**config.mk**
```make
export PLATFORM = sky130hd
export DESIGN_NAME = bids_n_arbiter
export DESIGN_NICKNAME = d
export VERILOG_FILES = /design/src/rtl/bids_pkg.sv /design/src/rtl/bid_channel.sv /design/src/rtl/bids_n_arbiter.sv
export SDC_FILE = /design/constraint.sdc
export NUM_CORES = 1
export LEC_CHECK = 0
export ABC_AREA = 1
export BUFFER_PORTS_ARGS = -buffer_cell sky130_fd_sc_hd__clkbuf_2
export CORE_MARGIN = 5
export CORE_UTILIZATION = 55
export CTS_CLUSTER_SIZE = 8
export DETAILED_ROUTE_END_ITERATION = 10
export GPL_TIMING_DRIVEN = 0
export PLACE_DENSITY_LB_ADDON = 0.3
export SLEW_MARGIN = 20
export SYNTH_ARGS = -nofsm -noshare
export SYNTH_HDL_FRONTEND = slang
export SYNTH_SLANG_ARGS = --single-unit
```
**constraint.sdc**
```tcl
create_clock -name clk -period 5.1 [get_ports clk]
set_input_delay 1.02 -clock clk [delete_from_list [all_inputs] [get_ports clk]]
set_output_delay 1.02 -clock clk [all_outputs]
set_load 0.01 [all_outputs]
```
**src/rtl/bids_pkg.sv**
```systemverilog
// rtl/bids_pkg.sv - shared opcode, error-code and state definitions for the auction controller
package bids_pkg;

    typedef enum logic [3:0] {
        OP_NOP        = 4'd0,
        OP_UNLOCK     = 4'd1,
        OP_LOCK       = 4'd2,
        OP_SEL        = 4'd3,
        OP_LOAD_BAL   = 4'd4,
        OP_SET_MASK   = 4'd5,
        OP_SET_TIMER  = 4'd6,
        OP_BID_CHARGE = 4'd7
    } c_op_e;

    typedef enum logic [2:0] {
        CERR_NONE     = 3'd0,
        CERR_BAD_KEY  = 3'd1,
        CERR_UNLOCKED = 3'd2,
        CERR_START    = 3'd3,
        CERR_BAD_OP   = 3'd4,
        CERR_TIE      = 3'd5
    } c_err_e;

    typedef enum logic [1:0] {
        BERR_NONE    = 2'd0,
        BERR_OUTSIDE = 2'd1,
        BERR_FUNDS   = 2'd2,
        BERR_MASKED  = 2'd3
    } b_err_e;

    typedef enum logic [1:0] {
        ST_UNLOCKED,
        ST_LOCKED,
        ST_ROUND,
        ST_RESULT
    } state_e;

    localparam int                 TIMER_W   = 16;
    localparam logic [TIMER_W-1:0] TIMER_RST = 16'hF;

endpackage

```
**src/rtl/bid_channel.sv**
```systemverilog
// rtl/bid_channel.sv - one bidder: balance, current bid, request acknowledge/error and debits
module bid_channel
    import bids_pkg::*;
#(
    parameter int AMT_W = 16,
    parameter int BAL_W = 32
) (
    input  logic             clk,
    input  logic             reset_n,
    input  logic             in_round,
    input  logic             clear,
    input  logic             debit_win,
    input  logic             load,
    input  logic [BAL_W-1:0] load_val,
    input  logic [BAL_W-1:0] cost,
    input  logic             mask,
    input  logic             bid,
    input  logic [AMT_W-1:0] amt,
    input  logic             retract,
    output logic             ack,
    output logic [1:0]       err,
    output logic [BAL_W-1:0] balance,
    output logic [AMT_W-1:0] cur
);

    // One extra bit so amt + cost never wraps
    logic [BAL_W:0] need;
    logic           affordable;

    assign need       = (BAL_W+1)'(amt) + (BAL_W+1)'(cost);
    assign affordable = {1'b0, balance} >= need;

    always_ff @(posedge clk or negedge reset_n) begin
        if (!reset_n) begin
            ack     <= 1'b0;
            err     <= BERR_NONE;
            balance <= '0;
            cur     <= '0;
        end else begin
            ack <= 1'b0;
            err <= BERR_NONE;
            if (load) begin
                balance <= load_val;
            end
            if (clear) begin
                cur <= '0;
                if (debit_win) begin
                    balance <= balance - BAL_W'(cur);
                end
            end
            if (bid || retract) begin
                if (!in_round) begin
                    err <= BERR_OUTSIDE;
                end else if (bid) begin
                    if (!mask) begin
                        err <= BERR_MASKED;
                    end else if (!affordable) begin
                        err <= BERR_FUNDS;
                        if (balance >= cost) begin
                            balance <= balance - cost;
                        end
                    end else begin
                        cur     <= amt;
                        balance <= balance - cost;
                        ack     <= 1'b1;
                    end
                end else begin
                    cur <= '0;
                    ack <= 1'b1;
                end
            end
        end
    end

endmodule

```
**src/rtl/bids_n_arbiter.sv**
```systemverilog
// rtl/bids_n_arbiter.sv - N-bidder sealed-bid auction controller: FSM, config registers, round timer, max/tie resolution
module bids_n_arbiter
    import bids_pkg::*;
#(
    parameter int N     = 3,
    parameter int AMT_W = 16,
    parameter int BAL_W = 32
) (
    input  logic               clk,
    input  logic               reset_n,
    input  logic [N-1:0]       bid,
    input  logic [N*AMT_W-1:0] bid_amt,
    input  logic [N-1:0]       retract,
    input  logic               c_start,
    input  logic [3:0]         c_op,
    input  logic [31:0]        c_data,
    output logic [N-1:0]       ack,
    output logic [2*N-1:0]     bidder_err,
    output logic [N-1:0]       win,
    output logic [N*BAL_W-1:0] balance,
    output logic [AMT_W-1:0]   max_bid,
    output logic               ready,
    output logic               round_over,
    output logic [2:0]         err
);

    localparam int SEL_W = $clog2(N);

    state_e             state, state_d;
    logic [31:0]        key;
    logic [N-1:0]       mask;
    logic [TIMER_W-1:0] timer, cnt;
    logic [BAL_W-1:0]   cost;
    logic [SEL_W-1:0]   sel;
    logic               c_start_q, start_rise, cfg_we;
    logic [2:0]         err_d;
    logic [AMT_W-1:0]   cur [N];
    logic [AMT_W-1:0]   max_v;
    logic               tie;
    logic [N-1:0]       win_d;

    assign start_rise = c_start & ~c_start_q;

    always_ff @(posedge clk or negedge reset_n) begin
        if (!reset_n) state <= ST_UNLOCKED;
        else          state <= state_d;
    end

    always_comb begin
        state_d = state;
        case (state)
            ST_UNLOCKED: if (c_op == OP_LOCK) state_d = ST_LOCKED;
            ST_LOCKED: begin
                if (c_op == OP_UNLOCK && c_data == key) state_d = ST_UNLOCKED;
                else if (start_rise)                    state_d = ST_ROUND;
            end
            ST_ROUND:  if (!c_start || cnt == '0) state_d = ST_RESULT;
            ST_RESULT: state_d = ST_LOCKED;
            default:   state_d = ST_UNLOCKED;
        endcase
    end

    // Command legality and controller error; a legal UNLOCKED command still executes under c_start
    always_comb begin
        err_d  = CERR_NONE;
        cfg_we = 1'b0;
        case (state)
            ST_UNLOCKED: begin
                if (c_op == OP_UNLOCK)  err_d = CERR_UNLOCKED;
                else if (c_op[3])       err_d = CERR_BAD_OP;
                else begin
                    cfg_we = 1'b1;
                    if (c_start) err_d = CERR_START;
                end
            end
            ST_LOCKED: begin
                if (c_op == OP_UNLOCK && c_data != key) err_d = CERR_BAD_KEY;
                else if (c_op >= 4'd2)                  err_d = CERR_BAD_OP;
            end
            ST_ROUND:  if (c_op != OP_NOP) err_d = CERR_BAD_OP;
            ST_RESULT: begin
                if (tie)                   err_d = CERR_TIE;
                else if (c_op != OP_NOP)   err_d = CERR_BAD_OP;
            end
            default: err_d = CERR_NONE;
        endcase
    end

    // A strictly larger bid clears any tie seen so far among smaller values
    always_comb begin
        max_v = '0;
        tie   = 1'b0;
        win_d = '0;
        for (int i = 0; i < N; i++) begin
            if (cur[i] > max_v) begin
                max_v = cur[i];
                tie   = 1'b0;
            end else if (cur[i] == max_v && cur[i] != '0) begin
                tie = 1'b1;
            end
        end
        for (int i = 0; i < N; i++) begin
            win_d[i] = !tie && (max_v != '0) && (cur[i] == max_v);
        end
    end

    always_ff @(posedge clk or negedge reset_n) begin
        if (!reset_n) begin
            key        <= '0;
            mask       <= '1;
            timer      <= TIMER_RST;
            cost       <= BAL_W'(1);
            sel        <= '0;
            cnt        <= '0;
            c_start_q  <= 1'b0;
            win        <= '0;
            max_bid    <= '0;
            ready      <= 1'b0;
            round_over <= 1'b0;
            err        <= CERR_NONE;
        end else begin
            ready      <= 1'b1;
            c_start_q  <= c_start;
            err        <= err_d;
            round_over <= (state == ST_RESULT);
            if (cfg_we) begin
                case (c_op)
                    OP_LOCK:       key   <= c_data;
                    OP_SEL:        sel   <= SEL_W'(c_data % 32'(N));
                    OP_SET_MASK:   mask  <= c_data[N-1:0];
                    OP_SET_TIMER:  timer <= c_data[TIMER_W-1:0];
                    OP_BID_CHARGE: cost  <= BAL_W'(c_data);
                    default:       ;
                endcase
            end
            if (state == ST_LOCKED && state_d == ST_ROUND) begin
                cnt     <= timer;
                win     <= '0;
                max_bid <= '0;
            end else if (state == ST_ROUND && cnt != '0) begin
                cnt <= cnt - TIMER_W'(1);
            end
            if (state == ST_RESULT) begin
                win     <= win_d;
                max_bid <= tie ? '0 : max_v;
            end
        end
    end

    for (genvar i = 0; i < N; i++) begin : g_ch
        bid_channel #(
            .AMT_W(AMT_W),
            .BAL_W(BAL_W)
        ) u_ch (
            .clk      (clk),
            .reset_n  (reset_n),
            .in_round (state == ST_ROUND),
            .clear    (state == ST_RESULT),
            .debit_win(win_d[i]),
            .load     (cfg_we && c_op == OP_LOAD_BAL && sel == SEL_W'(i)),
            .load_val (BAL_W'(c_data)),
            .cost     (cost),
            .mask     (mask[i]),
            .bid      (bid[i]),
            .amt      (bid_amt[i*AMT_W +: AMT_W]),
            .retract  (retract[i]),
            .ack      (ack[i]),
            .err      (bidder_err[2*i +: 2]),
            .balance  (balance[i*BAL_W +: BAL_W]),
            .cur      (cur[i])
        );
    end

endmodule

```
# [After elaboration in Yosys (flattened, before gate mapping)]
# Index checks and enable logic that the tools add are counted.
[word_totals] reg_bits=281 latch_bits=0 ramBits=0 mem_bits_ro=0 out_inout_bits=129 word_cells=213 mem_count=0
[op_classes] add_sub_neg=10 n_mul=0 n_div=1 order_cmp=10 eq_ne=20 shifts=0 n_mux=107 bitwise_logic=2 reduce_logical=38
[op_table] cell="$mux 32" n=27
[op_table] cell="$mux 16" n=26
[op_table] cell="$add 16x32->33" n=3
[op_table] cell="$ge 32x33->1" n=3
[op_table] cell="$ge 32x32->1" n=3
[op_table] cell="$sub 32x16->32" n=3
[op_table] cell="$sub 32x32->32" n=3
[op_table] cell="$eq 16x16->1" n=5
[op_table] cell="$reduce_bool 16->1" n=5
[op_table] cell="$mux 2" n=20
[op_table] cell="$eq 32x32->1" n=1
[op_table] cell="$gt 16x16->1" n=2
[op_table] cell="$logic_not 16->1" n=2
[op_table] cell="$mod 32x2->32 const B" n=1
[op_table] cell="$ne 32x32->1" n=1
[op_table] cell="$mux 1" n=24
[op_table] cell="$mux 3" n=8
[op_table] cell="$eq 4x3->1 const B" n=4
[op_table] cell="$gt 16x1->1 const B" n=1
[op_table] cell="$sub 16x1->16 const B" n=1
[op_table] cell="$logic_and 1x1->1" n=15
[op_table] cell="$pmux 3 s4" n=1
[op_table] cell="$reduce_and 2->1" n=5
[op_table] cell="$eq 2x2->1 const B" n=4
[op_table] cell="other kinds (12)" n=20

# [Depth between registers and ports, before layout]
[logic_depth] depth_word=19 depth_mapped=89 ltp_nobuf=89

# [By module]
# From an unflattened synthesis, not the netlist that was laid out.
[hier_totals] cells_unflattened=4801 area_unflattened_um2=31599.1
[modules_own_cells] mod="bid_channel" n_inst=3 cells_each=1207 area_each_um2=7634.8 seq_area_each_um2=1276.2
[modules_own_cells] mod="bids_n_arbiter" n_inst=1 cells_each=1180 area_each_um2=8694.6 seq_area_each_um2=3213.1

# [Worst setup path before layout]
# Ideal clock, no wire load.
[synth_path] path_type="input to register" from="input port c_data[31]" to="register sel[0]" setup_ns=0.116 arrival_time_ns=7.909 setup_slack_ns=-2.926 stages=79 path_buffers=0 path_cell_list="inv_1 > nand3_1 > nand2_1 > nor2_1 > o21bai_1 > nand2_1 > nand3_1 > nand3_2 > nand2_1 > nand2_1 > nand3_1 > nand2_1 > nand2_1 > nand2_1 > o21ai_2 > nand2_1 > inv_1 > o21bai_2 > (+43 left out) > o21ai_1 > nand2_1 > nand2_1 > inv_1 > nor2_1 > ha_1 > a21oi_2 > nand2_1 > nand2_1 > nand2_1 > inv_1 > ha_1 > inv_1 > nand3_1 > nand2_1 > nand2_1 > nand2_1 > nand2_1"
[synth_via] elab_chain_cells=1
[synth_lines] item="start: declaration" line_no="bids_n_arbiter.sv:16" source="input logic [31:0] c_data,"
[synth_lines] item="$mod 32x2->32" line_no="bids_n_arbiter.sv:129" source="OP_SEL: sel <= SEL_W'(c_data % 32'(N));"
[synth_lines] item="end signal: assignment" line_no="bids_n_arbiter.sv:129"
[synth_lines] item="end: declaration" line_no="bids_n_arbiter.sv:34" source="logic [SEL_W-1:0] sel;"
# Every way passes these cells.
# A chain may end at the register's enable or synchronous reset.

# [Worst setup path after layout]
# Ends and elaborated chain as after synthesis.

==> summary.md <==
| Metric | Value |
|---|---|
| Clock sinks | `281` |
| Deepest clock path buffer count | `3` |
| First-pass GRT wire length | `between 150 and 200 mm` |
| EDFF count, synth | `0` |
| Core ar. | `around 50000 um2` |
| # DRC | `1` |
| Setup-failing EPs final | `155` |
| Status | `finished, violations left` |
| Syn Nets | `about 4400` |
| Die Ht | `around 240 um` |
| DR iter-0 viols | `slightly above 4000` |
| Initial core utilization | `between 50% and 60%` |
| Violated checks | `design-rule violations, negative setup slack` |
| Critical Path Start Type | `primary input` |
| Worst slew pin tran | `roughly 1200 ps` |
| Vias in the first global route | `a little under 30000` |
| Final period utilization | `182%` |
| GR Util All Layers | `40.0%` |
| Num CTS Buffers | `41` |
| Hold_buf cts | `0` |
| Register area share after synthesis | `25.1%` |
| Area growth syn-to-layout | `32.8%` |
| Total of max-cap violations | `0` |
| CP Max Fanout | `4` |
| Std-Cell Rows | `82` |
| Commonest non-fill, non-tap cell in the layout | `nand2_1` |
| Worst slew margin | `a little under a fifth` |
| Mapped Area | `~28000 um2` |
| Routed Antenna Nets | `0` |
| NumNets Final | `about 4900` |
| Leading area contributor after synthesis | `dfrtp_1` |
| I/O pin count | `about 220` |
| Signal arrival time at the worst endpoint | `9750 ps` |
| Die area | `between 50000 and 60000 um2` |
| Most frequent cells in the layout | `673 x nand2_1, 350 x inv_1, 350 x a21oi_1` |
| Top post-synthesis cells by area | `dfrtp_1 24%, ha_1 14%, nand2_1 11%, o21ai_0 8.9%, a21oi_1 7.3%` |
| Syn Area/Cell | `between 7 and 8 um2` |
| Vias | `32900` |
| Worst Hold Class | `in2async` |
| Final Hold Vio Count | `0` |
| Fmax achieved | `approximately 0.11 GHz` |
| Diode count | `0` |
| Yosys warning count | `0` |
| Worst path required time | `approximately 5600 ps` |
| CP max stage delay | `approximately 210 ps` |
| Final slew viol count | `0` |
| Top cell type's share of synthesized area | `around a quarter` |
| CP max-delay cell | `ha_2` |
| H-tree levels | `2` |
| Synth cell types | `54` |
| Setup ws final | `-4170 ps` |
| Crit Path Class | `in2reg` |
| Largest net degree at the start of global routing | `90` |
| Grt ovf | `0` |
| Share of cells above drive strength 1 | `around a quarter` |
| CP Capture Type | `flip-flop` |
| Root Driver | `clkbuf_16` |
| CP most frequent cell | `nand2_2` |
| Vias per Instance | `approximately 6.3` |
| # fillers | `3964` |
| Synth Register Bits | `281` |
| RSZ-0062 raised after global routing | `true` |
| PortBufs | `about 220` |
| Wire per inst | `between 20 and 25 um` |
| DP Area | `slightly above 30000 um2` |
| WL final | `~120 mm` |
| Die width | `approximately 240 um` |
| Clock Skew | `25.2 ps` |
| TritonCTS clock tree | `yes` |
| DR pass1 iterations | `9` |
| Post-Layout Inst Area | `roughly 37000 um2` |
| Ys async rst share | `100%` |
| Min cycle time layout | `9270 ps` |
| DP HPWL | `about 90 mm` |
| Reg clk slew, reported paths | `60 ps` |
| Initial antenna violation count | `2` |
| GP Congestion | `just over 1` |
| Worst skew pair latency | `roughly 600 ps` |
| Cells after Synth | `about 4000` |
| Post-synth top flop | `dfrtp_1` |
==> worst max-delay path, delay by kind of cell <==
family                     cells  cell delay, ps
and+or+nand+nor               47            4480
adders and majority gates      2             360
AOI/OAI and AO/OA             22            3100
buffers and inverters          9             770
==> what timing repair did <==
action	CTS	global route
pin swaps	88	270
buffers inserted	87	146
setup endpoints to repair	173	171
gates cloned	10	13
gates resized for setup	512	642
==> cell usage after synthesis, types with 3 or more instances <==
library cell and number:
fa_1 9, nand2_1 830, and2_1 3, nand3_1 146
o21ai_2 8, nor2_1 245, clkbuf_1 115, o22ai_1 10
a221oi_1 3, o2111ai_1 12, nand2_2 8, o31ai_1 10
a21oi_1 411, nand4_1 50, dfrtp_1 273, nor4_1 37
nand3b_1 7, clkinv_1 18, o21ai_0 500, dfstp_2 8
nor3_1 41, buf_1 6, nor2_2 3, o21a_1 3
buf_4 3, ha_1 323, o211ai_1 61, o221ai_1 8
o21bai_2 9, xnor2_1 105, a31oi_1 17, o21ai_1 25
o21bai_1 17, a21o_1 14, a22oi_1 48, a211oi_1 13
inv_1 395, or2_2 9, nand3_2 4, xor2_1 164
==> state kept, by name (all words and copies together), names as in the netlist <==
name	cells
g_ch.u_ch.ack	3
sel	2
g_ch.u_ch.err	6
key	32
cost	32
round_over	1
err	3
cnt	16
g_ch.u_ch.cur	48
mask	3
g_ch.u_ch.balance	96
state	2
ready	1
c_start_q	1
max_bid	16
win	3
timer	16
==> final timing paths <==
path	depth (start not counted)	slack, ps	from	endpoint
max	80	-4170	c_data[31]	sel[0]
max in group asynchronous	3	3490	reset_n	cost[0]
min reg2reg	2	490	timer[13]	cnt[13]
max reg2reg	35	-1290	g_ch[0].u_ch.cur[0]	g_ch[0].u_ch.balance[23]
min	1	420	reset_n	g_ch[1].u_ch.cur[9]
min in group clk	2	490	timer[13]	cnt[13]
==> cells by family (layout without fill, tap and decap cells) <==
family | count (synthesis) | count (layout) | share of synthesized area (%)
xor gates and xnor gates | 269 | 269 | 8.41
DFF | 281 | 281 | 25.1
adders and majority gates | 332 | 332 | 15.1
and+or+nand+nor | 1385 | 1385 | 20.6
other | 1 | 1 | 0.0134
buffers and inverters | 538 | 1066 | 7.25
AOI/OAI and AO/OA | 1181 | 1181 | 23.5
==> metrics by stage <==
step                util, %  setup slack [ps]  cells  hold slack [ps]  setup TNS [ps]
finish                 74.0             -4170   5187              422         -122560
global route           74.0             -4780   5187              479         -146240
CTS                    67.5             -3420   5044              436         -118710
detailed placement     60.5             -4320   4884              489         -392900
global placement       60.3             -4110   4880              482        -1273010
floorplan                 -             -2880   3987              460           -6500
==> layer usage <==
layer  track usage, %  vias to the layer above  part of all wire [%]
li1                 -                    14700                     -
met1             53.0                    15300                    37
met2             58.4                     2271                    41
met3             8.56                      590                    12
met4             27.3                        2                   9.2
met5                0                        -                 0.012
==> area by class of cell <==
class                   count  area [um2]  share of cell area (%)
flip-flops and latches    281        7060                    19.0
repair buffers            468        3690                    9.94
clock buffers              60        1110                    2.98
clock inverters             4        71.3                   0.192
inverters                 414        1630                    4.39
plain buffers             120        1010                    2.72
multi-input cells        3168       21800                    58.5
well taps                 672         841                    2.26
Power is not shown: default switching activity piles up to over one toggle a cycle in this logic, so the estimate is an artifact.
